<file path="src/rtl/mem_access_unit_if.sv">
// mem_access_unit_if: request/response and DataMemory signals of the load/store front end.
interface mem_access_unit_if;
    logic        Req_Valid;
    logic        Req_Ready;
    logic        Req_Write;
    logic [1:0]  Req_Size;
    logic        Req_Unsigned;
    logic [31:0] Req_Addr;
    logic [31:0] Req_WData;
    logic        Rsp_Valid;
    logic        Rsp_Err;
    logic [31:0] Rsp_RData;
    logic [31:0] Mem_Address;
    logic [31:0] Mem_WriteData;
    logic        Mem_MemWrite;
    logic        Mem_MemRead;
    logic [31:0] Mem_ReadData;
    modport slave (
        input  Req_Valid, Req_Write, Req_Size, Req_Unsigned, Req_Addr, Req_WData, Mem_ReadData,
        output Req_Ready, Rsp_Valid, Rsp_Err, Rsp_RData, Mem_Address, Mem_WriteData, Mem_MemWrite, Mem_MemRead
    );
    modport master (
        output Req_Valid, Req_Write, Req_Size, Req_Unsigned, Req_Addr, Req_WData, Mem_ReadData,
        input  Req_Ready, Rsp_Valid, Rsp_Err, Rsp_RData, Mem_Address, Mem_WriteData, Mem_MemWrite, Mem_MemRead
    );
endinterface

</file>
<file path="src/rtl/mem_access_unit.sv">
// mem_access_unit: byte/half/word load-store front end onto a word-wide DataMemory port;
// sub-word stores are read-modify-write, loads are lane-aligned and extended.
module mem_access_unit #(
    parameter bit BIG_ENDIAN = 1'b1
) (
    input logic Clk,
    input logic Rst_n,
    mem_access_unit_if.slave bus
);
    typedef enum logic [1:0] {IDLE, READ, WRITE, RESP} state_t;
    state_t state, stateNext;
    logic isWrite, isUnsigned;
    logic [1:0] size, offset, laneTop, laneIdx;
    logic [31:0] wData;
    logic [4:0] shift;
    logic [31:0] shifted, loadVal, mask, merged;
    logic accept, misaligned;
    logic readyNext, rspValidNext, rspErrNext, memWriteNext, memReadNext;
    logic [31:0] rspRDataNext, memAddrNext, memWDataNext;

    assign accept = bus.Req_Valid & bus.Req_Ready;
    assign misaligned = (bus.Req_Size == 2'd3) | (bus.Req_Size == 2'd1 & bus.Req_Addr[0])
                      | (bus.Req_Size == 2'd2 & |bus.Req_Addr[1:0]);
    // Lane position inside the word, counted in bytes from bit 0
    assign laneTop = size == 2'd0 ? 2'd0 : size == 2'd1 ? 2'd1 : 2'd3;
    assign laneIdx = BIG_ENDIAN ? 2'd3 - laneTop - offset : offset;
    assign shift = {laneIdx, 3'b000};
    assign shifted = bus.Mem_ReadData >> shift;
    assign loadVal = size == 2'd0 ? {{24{~isUnsigned & shifted[7]}}, shifted[7:0]}
                   : size == 2'd1 ? {{16{~isUnsigned & shifted[15]}}, shifted[15:0]}
                   : bus.Mem_ReadData;
    assign mask = (size == 2'd0 ? 32'h0000_00FF : 32'h0000_FFFF) << shift;
    assign merged = (bus.Mem_ReadData & ~mask) | ((wData << shift) & mask);

    always_ff @(posedge Clk or negedge Rst_n) begin
        if (!Rst_n) begin
            state <= IDLE;
            bus.Req_Ready <= 1'b0;
            bus.Rsp_Valid <= 1'b0;
            bus.Rsp_Err <= 1'b0;
            bus.Rsp_RData <= '0;
            bus.Mem_Address <= '0;
            bus.Mem_WriteData <= '0;
            bus.Mem_MemWrite <= 1'b0;
            bus.Mem_MemRead <= 1'b0;
            isWrite <= 1'b0;
            isUnsigned <= 1'b0;
            size <= '0;
            offset <= '0;
            wData <= '0;
        end else begin
            state <= stateNext;
            bus.Req_Ready <= readyNext;
            bus.Rsp_Valid <= rspValidNext;
            bus.Rsp_Err <= rspErrNext;
            bus.Rsp_RData <= rspRDataNext;
            bus.Mem_Address <= memAddrNext;
            bus.Mem_WriteData <= memWDataNext;
            bus.Mem_MemWrite <= memWriteNext;
            bus.Mem_MemRead <= memReadNext;
            if (accept) begin
                isWrite <= bus.Req_Write;
                isUnsigned <= bus.Req_Unsigned;
                size <= bus.Req_Size;
                offset <= bus.Req_Addr[1:0];
                wData <= bus.Req_WData;
            end
        end
    end

    // RESP behaves like IDLE for accepting, which gives back-to-back throughput
    always_comb begin
        stateNext = state;
        readyNext = 1'b0;
        rspValidNext = 1'b0;
        rspErrNext = 1'b0;
        rspRDataNext = '0;
        memAddrNext = '0;
        memWDataNext = '0;
        memWriteNext = 1'b0;
        memReadNext = 1'b0;
        case (state)
            IDLE, RESP: begin
                stateNext = IDLE;
                readyNext = 1'b1;
                if (accept && misaligned) begin
                    stateNext = RESP;
                    rspValidNext = 1'b1;
                    rspErrNext = 1'b1;
                end else if (accept) begin
                    readyNext = 1'b0;
                    memAddrNext = {bus.Req_Addr[31:2], 2'b00};
                    stateNext = bus.Req_Write && bus.Req_Size == 2'd2 ? WRITE : READ;
                    memWriteNext = bus.Req_Write && bus.Req_Size == 2'd2;
                    memReadNext = !(bus.Req_Write && bus.Req_Size == 2'd2);
                    memWDataNext = bus.Req_Write && bus.Req_Size == 2'd2 ? bus.Req_WData : '0;
                end
            end
            READ: begin
                stateNext = isWrite ? WRITE : RESP;
                readyNext = !isWrite;
                rspValidNext = !isWrite;
                rspRDataNext = isWrite ? '0 : loadVal;
                memAddrNext = isWrite ? bus.Mem_Address : '0;
                memWriteNext = isWrite;
                memWDataNext = isWrite ? merged : '0;
            end
            default: begin
                stateNext = RESP;
                readyNext = 1'b1;
                rspValidNext = 1'b1;
            end
        endcase
    end
endmodule

</file>
<file path="src/flat_wrapper.sv">
// flat-port wrapper written by rule: the top's interface ports become plain ports
module mem_access_unit_flat 
#(
    parameter bit BIG_ENDIAN = 1'b1
)
  (Clk, Rst_n, bus_Req_Valid, bus_Req_Write, bus_Req_Size, bus_Req_Unsigned, bus_Req_Addr, bus_Req_WData, bus_Mem_ReadData, bus_Req_Ready, bus_Rsp_Valid, bus_Rsp_Err, bus_Rsp_RData, bus_Mem_Address, bus_Mem_WriteData, bus_Mem_MemWrite, bus_Mem_MemRead);
  mem_access_unit_if bus_i ();
  input logic Clk;
  input logic Rst_n;
  input wire logic [$bits(bus_i.Req_Valid)-1:0] bus_Req_Valid;
  input wire logic [$bits(bus_i.Req_Write)-1:0] bus_Req_Write;
  input wire logic [$bits(bus_i.Req_Size)-1:0] bus_Req_Size;
  input wire logic [$bits(bus_i.Req_Unsigned)-1:0] bus_Req_Unsigned;
  input wire logic [$bits(bus_i.Req_Addr)-1:0] bus_Req_Addr;
  input wire logic [$bits(bus_i.Req_WData)-1:0] bus_Req_WData;
  input wire logic [$bits(bus_i.Mem_ReadData)-1:0] bus_Mem_ReadData;
  output wire logic [$bits(bus_i.Req_Ready)-1:0] bus_Req_Ready;
  output wire logic [$bits(bus_i.Rsp_Valid)-1:0] bus_Rsp_Valid;
  output wire logic [$bits(bus_i.Rsp_Err)-1:0] bus_Rsp_Err;
  output wire logic [$bits(bus_i.Rsp_RData)-1:0] bus_Rsp_RData;
  output wire logic [$bits(bus_i.Mem_Address)-1:0] bus_Mem_Address;
  output wire logic [$bits(bus_i.Mem_WriteData)-1:0] bus_Mem_WriteData;
  output wire logic [$bits(bus_i.Mem_MemWrite)-1:0] bus_Mem_MemWrite;
  output wire logic [$bits(bus_i.Mem_MemRead)-1:0] bus_Mem_MemRead;
  assign bus_i.Req_Valid = bus_Req_Valid;
  assign bus_i.Req_Write = bus_Req_Write;
  assign bus_i.Req_Size = bus_Req_Size;
  assign bus_i.Req_Unsigned = bus_Req_Unsigned;
  assign bus_i.Req_Addr = bus_Req_Addr;
  assign bus_i.Req_WData = bus_Req_WData;
  assign bus_i.Mem_ReadData = bus_Mem_ReadData;
  assign bus_Req_Ready = bus_i.Req_Ready;
  assign bus_Rsp_Valid = bus_i.Rsp_Valid;
  assign bus_Rsp_Err = bus_i.Rsp_Err;
  assign bus_Rsp_RData = bus_i.Rsp_RData;
  assign bus_Mem_Address = bus_i.Mem_Address;
  assign bus_Mem_WriteData = bus_i.Mem_WriteData;
  assign bus_Mem_MemWrite = bus_i.Mem_MemWrite;
  assign bus_Mem_MemRead = bus_i.Mem_MemRead;
  mem_access_unit #(.BIG_ENDIAN(BIG_ENDIAN)) u_core (.Clk(Clk), .Rst_n(Rst_n), .bus(bus_i));
endmodule
</file>
<file path="config.mk">
export PLATFORM = sky130hd
export DESIGN_NAME = mem_access_unit_flat
export DESIGN_NICKNAME = d
export VERILOG_FILES = /design/src/rtl/mem_access_unit_if.sv /design/src/rtl/mem_access_unit.sv /design/src/flat_wrapper.sv
export SDC_FILE = /design/constraint.sdc
export NUM_CORES = 1
export LEC_CHECK = 0
export CORE_ASPECT_RATIO = 1.1
export CORE_MARGIN = 8
export CORE_UTILIZATION = 41
export CTS_CLUSTER_DIAMETER = 100
export DETAILED_ROUTE_END_ITERATION = 8
export PLACE_DENSITY = 0.76
export SYNTH_ARGS = -nofsm -noshare
export SYNTH_HDL_FRONTEND = slang
export SYNTH_SLANG_ARGS = --single-unit
</file>
<file path="constraint.sdc">
create_clock -name Clk -period 2.9 [get_ports Clk]
set_clock_uncertainty 0.2 [all_clocks]
set_input_delay 0.58 -clock Clk [delete_from_list [all_inputs] [get_ports Clk]]
set_output_delay 0.58 -clock Clk [all_outputs]
set_load 0.02 [all_outputs]
</file>
==> impl_metrics.py, run 1 <==
metrics = {
    "grt": {
        "grt_pass1_vias": 5405,
        "grt-ovfl-total": 0,
        "grt_usage_pct": 20.9,
        "grt_max_degree": 71,
        "antenna_found_initial": 1,
        "grt_pass1_wl_mm": 30.2,
    },
    "route": {
        "detail_route.vias_per_cell": 5.42,
        "wl_mm": 19.7,
        "drc": 0,
        "vias": 5178,
        "drt_first_iter_violations": 390,
        "wire_per_inst_um": 20.6,
        "dr.pass1.iters": 6,
        "antenna_left": 0,
    },
    "cts": {
        "cts_made_buffers": 17,
        "htreeDepth": 4,
        "cts_sinks": 131,
        "clk_pin_slew_ns": 0.06,
        "cts_setup_buffers": 0,
        "cts-root-buf": "clkbuf_16",
        "clk_latency_ns": 0.41,
        "cts.path.max_buffers": 2,
        "tritoncts": "done",
    },
    "synth": {
        "synth_fa_ha_area_share_pct": 0.834,
        "synth_warnings": 0,
        "ys_ff_latch": 131,
        "synth_top_family_by_area": "compound AO/OA/AOI/OAI gates",
        "yosysMostFrequentCell": "dfrtp_1",
        "yosysSeqAreaShare_pct": 54.7,
        "synth.area.mux_share_pct": 13.4,
        "synthSimpleGateAreaFrac_pct": 8.74,
        "synth_xor_area_share_pct": 0.688,
        "synth_cells": 546,
        "synth_top_area_share_pct": 54.7,
        "synth_edf_count": 0,
        "synth_compound_area_share_pct": 17.2,
        "synth_top_area_cell": "dfrtp_1",
        "synthTopCellsByCount": "131 x dfrtp_1, 53 x nand2_1, 45 x o21ai_0, 40 x mux2_2, 37 x a22o_1",
        "yosys-top-cells-area": "dfrtp_1 55%, mux2_2 7.5%, mux2i_1 5.8%, a22o_1 5.4%, o21ai_0 3.8%",
        "synth.cell_area_um2": 6000,
        "async_reset_ff_share_pct": 100,
        "synth-main-ff-cell": "dfrtp_1",
        "yosysUniqueCellTypes": 44,
        "synth_area_per_cell_um2": 11.0,
    },
    "sta": {
        "fmax_ghz": 0.364,
        "maxSlewViolCount": 0,
        "slew_headroom_pct": 57.6,
        "setup_viol": 0,
        "rsz0062_at_grt": "no",
        "fin_setup_tns_ns": 0,
        "fin_crit_ns": 2.75,
        "hold_viol": 0,
        "tightest_slew_ns": 0.634,
        "fin_crit_sh_pct": 94.8,
    },
    "floorplan": {
        "ios": 204,
        "initial_core_util_pct": 41.7,
        "core.rowCount": 46,
        "dieArea_um2": 18800,
        "die_y_um": 143,
        "die_x_um": 131,
        "core-area_um2": 14400,
    },
    "worst_setup_path": {
        "path_class": "register to register",
        "cp_data_required_time_ns": 3.03,
        "cp_top_family": "simple AND/OR/NAND/NOR gates",
        "path_max_fanout": 16,
        "slowest_stage": "or4_1",
        "endpoint_kind": "register",
        "cp_cell_sequence": "or2_2 -> ha_1 -> xor3_1 -> or4_1 -> and3_1 -> nand2b_4 -> a21oi_1",
        "crit_arrival_ns": 2.87,
        "path_buf_inv": 0,
        "critPathLaunchType": "register",
        "cp_slowest_stage_delay_ns": 0.53,
    },
    "finish": {
        "final_nets": 858,
        "syn_to_final_growth_pct": 48.7,
        "drive_gt1_share_pct": 15.4,
        "antenna_cells": 0,
    },
    "outcome": {
        "status": "finished clean",
    },
    "placement": {
        "io_buffers": 201,
        "detailed_place_hpwl_mm": 15.0,
        "gp_congestion": 0.905,
    },
    "pwr": {
        "ir_drop_v": 0.000438,
        "power.total_w": 0.00999,
        "leakagePower_nw": 3.96,
        "powerDensity_nw_per_um2": 1120,
    },
    "hold_path": {
        "hold_path.class": "register to register",
    },
    "run": {
        "max-cap-violations": 0,
    },
}
==> report_power, final <==
group / switching (W) / internal (W)
registers: 0.000315 / 0.00239
logic: 0.00280 / 0.00226
clock network: 0.000800 / 0.00143
total: 0.00392 / 0.00607
==> layout make-up <==
cell class                 instances  area [um^2]
multi-input combinational        354         2470
clock inverter                    11          150
sequential                       131         3280
fill                            1123         5470
clock buffer                      21          470
timing repair buffer             224         2220
tap                              192          240
inverter                          23         86.3
==> timing repair <==
action                                 in CTS  in global routing
hold buffers                                1                  0
endpoints found under the hold margin      28                  0
resized for setup                           0                  2
setup endpoints to repair                   0                 16
==> flip-flops by register name (all words and copies together), names as in the netlist <==
signal,flops
u_core.bus.Mem_MemWrite,1
u_core.bus.Rsp_Err,1
u_core.bus.Req_Ready,1
u_core.bus.Mem_Address,30
u_core.offset,2
u_core.bus.Rsp_RData,32
u_core.size,2
u_core.state,2
u_core.bus.Mem_WriteData,32
u_core.bus.Rsp_Valid,1
u_core.isUnsigned,1
u_core.isWrite,1
u_core.wData,24
u_core.bus.Mem_MemRead,1
==> final timing paths <==
check,end,slack [ns],depth (start not counted),from
min in group asynchronous,u_core.wData[11]$_DFFE_PN0N_,0.43,2,Rst_n
min,u_core.bus.Mem_Address[26]$_DFFE_PN0P_,0.30,1,u_core.bus.Mem_Address[26]$_DFFE_PN0P_
max,u_core.bus.Rsp_RData[31]$_DFF_PN0_,0.15,7,u_core.size[0]$_DFFE_PN0N_
max in group asynchronous,u_core.bus.Rsp_RData[9]$_DFF_PN0_,1.31,3,Rst_n
min reg2reg,u_core.bus.Mem_Address[26]$_DFFE_PN0P_,0.30,1,u_core.bus.Mem_Address[26]$_DFFE_PN0P_
max reg2reg,u_core.bus.Rsp_RData[31]$_DFF_PN0_,0.15,7,u_core.size[0]$_DFFE_PN0N_
==> per-stage QoR <==
stage / setup slack, ns / util [%] / cells / area (um^2) / hold slack (ns)
2_1_floorplan: 0.0730 / - / 547 / 6000 / 0.0844
3_3_place_gp: 0.197 / 57.6 / 923 / 8290 / 0.290
3_5_place_dp: 0.0826 / 57.6 / 923 / 8290 / 0.291
4_1_cts: 0.0564 / 62.0 / 956 / 8920 / 0.308
5_1_grt: 0.0111 / 62.0 / 956 / 8920 / 0.320
6_report: 0.152 / 62.0 / 956 / 8920 / 0.301
==> metal layers <==
metal / up-vias / GRT usage, % / routed length (um)
met1: 2498 / 23.7 / 8070
li1: 2346 / - / -
met5: - / 0 / 8
met3: 50 / 8.78 / 1910
met2: 282 / 33.1 / 8890
met4: 2 / 11.0 / 841
==> cell usage in the layout, fill, tap and decap left out, types with 20 or more instances in the layout <==
cell type / instances
dfrtp_1: 131
mux2i_1: 35
inv_1: 21
clkdlybuf4s50_1: 200
a22o_1: 37
o21ai_0: 44
buf_4: 20
a21oi_1: 32
mux2_2: 40
nand2_1: 53
nor2_1: 22
==> logic make-up after synthesis <==
kind of cell,Yosys count
flops,131
compound gates,156
fa+ha+maj,4
other cells,1
xor+xnor,3
buf+inv,62
mux,75
simple gates,114
(Power assumes the default switching activity.)
==> inputs of run 2 (changes only) <==
--- a/config.mk
+++ b/config.mk
@@ -7,10 +7,12 @@
 export LEC_CHECK = 0
 export CORE_ASPECT_RATIO = 1.1
 export CORE_MARGIN = 8
-export CORE_UTILIZATION = 41
+export CORE_UTILIZATION = 43
+export CTS_BUF_LIST = sky130_fd_sc_hd__clkbuf_8
 export CTS_CLUSTER_DIAMETER = 100
 export DETAILED_ROUTE_END_ITERATION = 8
-export PLACE_DENSITY = 0.76
+export HOLD_SLACK_MARGIN = 0.05
+export PLACE_DENSITY = 0.79
 export SYNTH_ARGS = -nofsm -noshare
 export SYNTH_HDL_FRONTEND = slang
 export SYNTH_SLANG_ARGS = --single-unit
==> run 2 against run 1 <==
Against the previous run:
- worst hold slack worse by 0.24 ns
- critical path depth unchanged
- non-clock buffer count down 3
- register-to-register slack about the same
- final cell count down 0.84%
- utilization up 1.0 points
- maximum frequency up 0.21%
- clock-buffer cell count down 3
- die area down 4.1%
- cell area down 3.0%
- clock power down 33%
- combinational power about the same
- critical endpoint is now u_core.bus.Rsp_RData[16]$_DFF_PN0_
- highest routed layer is now met4
==> impl_metrics.py, run 2 (synthesis results as in run 1) <==
metrics = {
    "cts": {
        "clk_latency_ns": 0.43,
        "tritoncts": "done",
        "cts_sinks": 131,
        "cts-root-buf": "clkbuf_8",
        "clk_pin_slew_ns": 0.08,
        "cts_made_buffers": 17,
        "cts.path.max_buffers": 2,
        "htreeDepth": 4,
        "cts_setup_buffers": 0,
    },
    "floorplan": {
        "ios": 204,
        "core.rowCount": 45,
        "dieArea_um2": 18000,
        "initial_core_util_pct": 43.7,
        "die_x_um": 129,
        "core-area_um2": 13700,
        "die_y_um": 140,
    },
    "route": {
        "dr.pass1.iters": 6,
        "wl_mm": 19.8,
        "drt_first_iter_violations": 326,
        "vias": 5126,
        "drc": 0,
        "detail_route.vias_per_cell": 5.41,
        "wire_per_inst_um": 20.9,
        "antenna_left": 0,
    },
    "pwr": {
        "leakagePower_nw": 3.86,
        "ir_drop_v": 0.000497,
        "powerDensity_nw_per_um2": 1070,
    },
    "finish": {
        "antenna_cells": 0,
        "layout_common_cells": "200 x clkdlybuf4s50_1, 131 x dfrtp_1, 53 x nand2_1",
        "n_fill_cell": 1148,
        "final_nets": 855,
        "largestRegisters": "u_core.bus.Mem_WriteData: 32 flops, u_core.bus.Rsp_RData: 32 flops, u_core.bus.Mem_Address: 30 flops",
        "syn_to_final_growth_pct": 44.3,
        "drive_gt1_share_pct": 15.0,
        "final_common_cell": "clkdlybuf4s50_1",
    },
    "grt": {
        "grt_max_degree": 132,
        "grt_pass1_vias": 5468,
        "grt_usage_pct": 22.0,
        "grt-ovfl-total": 0,
        "antenna_found_initial": 0,
        "grt_pass1_wl_mm": 30.4,
    },
    "placement": {
        "io_buffers": 201,
        "detailed_place_hpwl_mm": 14.8,
        "gp_congestion": 0.847,
    },
    "worst_setup_path": {
        "cp_data_required_time_ns": 3.04,
        "critPathLaunchType": "register",
        "path_class": "register to register",
        "path_max_fanout": 16,
        "crit_arrival_ns": 2.88,
        "endpoint_kind": "register",
    },
    "run": {
        "max-cap-violations": 0,
    },
    "sta": {
        "tightest_slew_ns": 0.678,
        "fin_crit_ns": 2.74,
        "fin_crit_sh_pct": 94.6,
        "hold_viol": 0,
        "hold_ws_ns": 0.0644,
        "slew_headroom_pct": 54.8,
        "maxSlewViolCount": 0,
        "rsz0062_at_grt": "no",
        "fin_setup_tns_ns": 0,
        "fmax_ghz": 0.365,
        "setup_viol": 0,
    },
    "hold_path": {
        "hold_path.class": "input port to async pin",
    },
    "outcome": {
        "status": "finished clean",
    },
}
==> run 2: cell count changes in the layout (fill, tap and decap cells not counted), moves of 2 or more <==
cell       change
clkbuf_8      +15
inv_6          -2
clkbuf_16     -17
buf_4          -3
clkinv_2       +3
inv_1          +3
==> run 2: worst paths after layout <==
check                                                        from                                endpoint  slack (ns)  cells past startpoint
setup / recovery                       u_core.size[0]$_DFFE_PN0N_      u_core.bus.Rsp_RData[16]$_DFF_PN0_        0.16                      7
hold / removal                                              Rst_n  u_core.bus.Mem_WriteData[26]$_DFF_PN0_        0.06                      2
setup reg to reg                       u_core.size[0]$_DFFE_PN0N_      u_core.bus.Rsp_RData[16]$_DFF_PN0_        0.16                      7
hold reg to reg            u_core.bus.Mem_Address[27]$_DFFE_PN0P_  u_core.bus.Mem_Address[27]$_DFFE_PN0P_        0.31                      1
max in group asynchronous                                   Rst_n   u_core.bus.Mem_WriteData[0]$_DFF_PN0_        1.94                      2
min in group Clk           u_core.bus.Mem_Address[27]$_DFFE_PN0P_  u_core.bus.Mem_Address[27]$_DFFE_PN0P_        0.31                      1
==> run 2: cell type report <==
type | instances | area, um^2 | area share, %
Multi-Input combinational cell | 354 | 2480 | 28.6
Sequential cell | 131 | 3280 | 37.9
Tap cell | 188 | 235 | 2.72
Inverter | 23 | 86.3 | 0.997
Timing Repair Buffer | 221 | 2210 | 25.5
Clock buffer | 18 | 248 | 2.86
Clock inverter | 13 | 121 | 1.40
==> run 2: critical path, cell delays in order, from the launching register on <==
cell and delay, ns:
dfrtp_1 0.43, or2_2 0.35, ha_1 0.26, xor3_1 0.28
or4_1 0.51, and3_1 0.17, nand2b_4 0.25, a21oi_1 0.21
==> run 2: per-stage QoR <==
step	setup slack, ns	cells	instance area [um^2]	util, %	power (W)
2_1_floorplan	0.0730	547	6000	-	0.00587
3_3_place_gp	0.255	917	8280	60.3	0.00763
3_5_place_dp	0.186	917	8280	60.3	0.00776
4_1_cts	0.124	948	8650	63.0	0.00926
5_1_grt	0.0202	948	8660	63.0	0.00980
6_report	0.157	948	8660	63.0	0.00928
==> run 2: per-layer routing <==
metal  global-route usage [%]  vias to the layer above  share of wire, %
met1                     24.8                     2489                39
met4                     9.41                        0               3.0
met2                     35.9                      268                48
met3                     9.02                       33                10
met5                        0                        -                 0
li1                         -                     2336                 -
==> run 2: timing repair <==
action / in CTS / in global routing
hold buffers: 0 / 0
gates resized for setup: 0 / 2
setup endpoints to repair: 0 / 1
==> run 2: where the power goes <==
| group | internal (W) | total [W] | switching [W] |
|---|---|---|---|
| sequential | 0.00238 | 0.00271 | 0.000324 |
| clock | 0.000766 | 0.00148 | 0.000712 |
| combinational | 0.00229 | 0.00509 | 0.00280 |
==> inputs of run 3 (changes only) <==
--- a/config.mk
+++ b/config.mk
@@ -12,7 +12,9 @@
 export CTS_CLUSTER_DIAMETER = 100
 export DETAILED_ROUTE_END_ITERATION = 8
 export HOLD_SLACK_MARGIN = 0.05
+export MAX_ROUTING_LAYER = met4
 export PLACE_DENSITY = 0.79
+export SLEW_MARGIN = 5
 export SYNTH_ARGS = -nofsm -noshare
 export SYNTH_HDL_FRONTEND = slang
 export SYNTH_SLANG_ARGS = --single-unit
==> run 3 against run 2 <==
Against the previous run:
- cell area increased by 1.3%
- total power grew 3.3%
- worst setup slack improved by 0.015 ns
- non-clock buffer count increased by 3
- sequential share of layout area shrank 0.50 points
- register-to-register slack improved by 0.02 ns
- utilization grew 0.84 points
- global-route usage up 0.73 points
==> impl_metrics.py, run 3 (synthesis results as in run 1) <==
metrics = {
    "finish": {
        "register_area_um2": 3280,
        "largestRegisters": "u_core.bus.Mem_WriteData: 32 flops, u_core.bus.Rsp_RData: 32 flops, u_core.bus.Mem_Address: 30 flops",
        "drive_gt1_share_pct": 15.7,
        "fin_util_pct": 63.9,
        "final_nets": 858,
        "n_fill_cell": 1140,
        "layout_common_cells": "200 x clkdlybuf4s50_1, 131 x dfrtp_1, 53 x nand2_1",
        "final_common_cell": "clkdlybuf4s50_1",
        "syn_to_final_growth_pct": 46.3,
        "multi_input_comb_area_um2": 2480,
        "antenna_cells": 0,
    },
    "sta": {
        "rsz0062_at_grt": "no",
        "setup_viol": 0,
        "fin_crit_ns": 2.73,
        "maxSlewViolCount": 0,
        "hold_viol": 0,
        "fin_crit_sh_pct": 94.0,
        "slew_headroom_pct": 54.7,
        "fmax_ghz": 0.367,
        "fin_setup_tns_ns": 0,
        "tightest_slew_ns": 0.679,
    },
    "hold_path": {
        "hold_path.class": "register to register",
        "holdPathStages": 1,
    },
    "pwr": {
        "power.internal_w": 0.00569,
        "swShare_pct": 40.6,
        "powerDensity_nw_per_um2": 1090,
        "power.total_w": 0.00958,
        "ir_drop_v": 0.000499,
        "clkPwrFrac_pct": 18.1,
        "combPwrFrac_pct": 53.7,
        "leakagePower_nw": 3.90,
        "switching_power_w": 0.00389,
        "p_seq_share_pct": 28.2,
    },
    "worst_setup_path": {
        "path_max_fanout": 24,
        "r2r_cells": 7,
        "r2r-start": "u_core.size[0]$_DFFE_PN0N_",
        "path_class": "register to register",
        "worstSetupEndpoint": "u_core.bus.Mem_WriteData[16]$_DFF_PN0_",
        "endpoint_kind": "register",
        "cp_data_required_time_ns": 3.02,
        "rrSetupSlack_ns": 0.17,
        "critPathLaunchType": "register",
        "cp-startpoint": "u_core.size[0]$_DFFE_PN0N_",
        "regToRegEndpoint": "u_core.bus.Mem_WriteData[16]$_DFF_PN0_",
        "crit_arrival_ns": 2.85,
    },
    "cts": {
        "cts_sinks": 131,
        "cts_made_buffers": 17,
        "tritoncts": "done",
        "htreeDepth": 4,
        "clk_latency_ns": 0.42,
        "cts_setup_buffers": 0,
        "clk_pin_slew_ns": 0.08,
        "cts-root-buf": "clkbuf_8",
        "cts.path.max_buffers": 2,
    },
    "floorplan": {
        "core.rowCount": 45,
        "dieArea_um2": 18000,
        "die_x_um": 129,
        "core-area_um2": 13700,
        "ios": 204,
        "initial_core_util_pct": 43.7,
        "die_y_um": 140,
    },
    "grt": {
        "grt_max_degree": 61,
        "use_met1_pct": 26.1,
        "grt.busiest_layer": "met2",
        "use_met2_pct": 36.0,
        "grt_usage_pct": 22.7,
        "grt_pass1_vias": 5703,
        "grt_pass1_wl_mm": 30.6,
        "grt-ovfl-total": 0,
        "antenna_found_initial": 0,
        "grt_use_met3_pct": 7.07,
    },
    "route": {
        "wl_mm": 20.1,
        "antenna_left": 0,
        "vias": 5228,
        "drt_first_iter_violations": 427,
        "wire_per_inst_um": 21.1,
        "detail_route.vias_per_cell": 5.49,
        "dr.pass1.iters": 6,
        "drc": 0,
    },
    "run": {
        "max-cap-violations": 0,
    },
    "outcome": {
        "status": "finished clean",
    },
    "placement": {
        "detailed_place_hpwl_mm": 15.3,
        "io_buffers": 201,
        "gp_congestion": 0.884,
    },
}
## run 3: repair_timing
item	CTS	global route
hold buffers	1	0
gates resized for setup	0	2
hold endpoints to repair	41	0
endpoints found under the setup margin	0	14
## run 3: final cells by class
cell class,instances,share of cell area [%]
inverter,23,0.984
multi-input combinational,354,28.3
sequential,131,37.4
clock buffer,20,3.14
clock inverter,12,2.04
timing repair buffer,224,25.5
tap,188,2.68
## run 3: critical path: stages, from the launching register on
cell,delay (ns)
dfrtp_1,0.38
or2_2,0.32
ha_1,0.40
buf_4,0.26
nor3_1,0.35
a31oi_2,0.15
or2_2,0.34
a22o_1,0.21
## run 3: stage by stage
stage	hold WS, ns	setup WS (ns)	area [um^2]	cells
final	0.308	0.173	8770	952
after global routing	0.326	0.0445	8770	952
after CTS	0.312	0.0906	8760	952
after detailed placement	0.291	0.127	8300	919
after global placement	0.288	0.268	8300	919
after floorplan	0.0844	0.0730	6000	547
## run 3: worst min path at each step
stage                                      startpoint                                     end
6_report       u_core.bus.Mem_Address[10]$_DFFE_PN0P_  u_core.bus.Mem_Address[10]$_DFFE_PN0P_
5_1_grt         u_core.bus.Mem_Address[9]$_DFFE_PN0P_   u_core.bus.Mem_Address[9]$_DFFE_PN0P_
4_1_cts                  u_core.wData[23]$_DFFE_PN0N_            u_core.wData[23]$_DFFE_PN0N_
3_5_place_dp   u_core.bus.Mem_Address[19]$_DFFE_PN0P_  u_core.bus.Mem_Address[19]$_DFFE_PN0P_
3_3_place_gp    u_core.bus.Mem_Address[4]$_DFFE_PN0P_   u_core.bus.Mem_Address[4]$_DFFE_PN0P_
2_1_floorplan                                   Rst_n  u_core.bus.Mem_Address[10]$_DFFE_PN0P_
## run 3: power by group through the flow
stage	logic (W)	registers, W	clock network [W]
global route	0.00550	0.00276	0.00184
global placement	0.00495	0.00271	0
finish	0.00514	0.00270	0.00173
detailed placement	0.00506	0.00272	0
CTS	0.00509	0.00270	0.00175
floorplan	0.00278	0.00309	0
## run 3: per-layer routing
layer  up-vias  routed length (um)
met5         -                   0
met4         0                 692
met3        47                1900
met2       307                9430
met1      2522                8070
li1       2352                   -
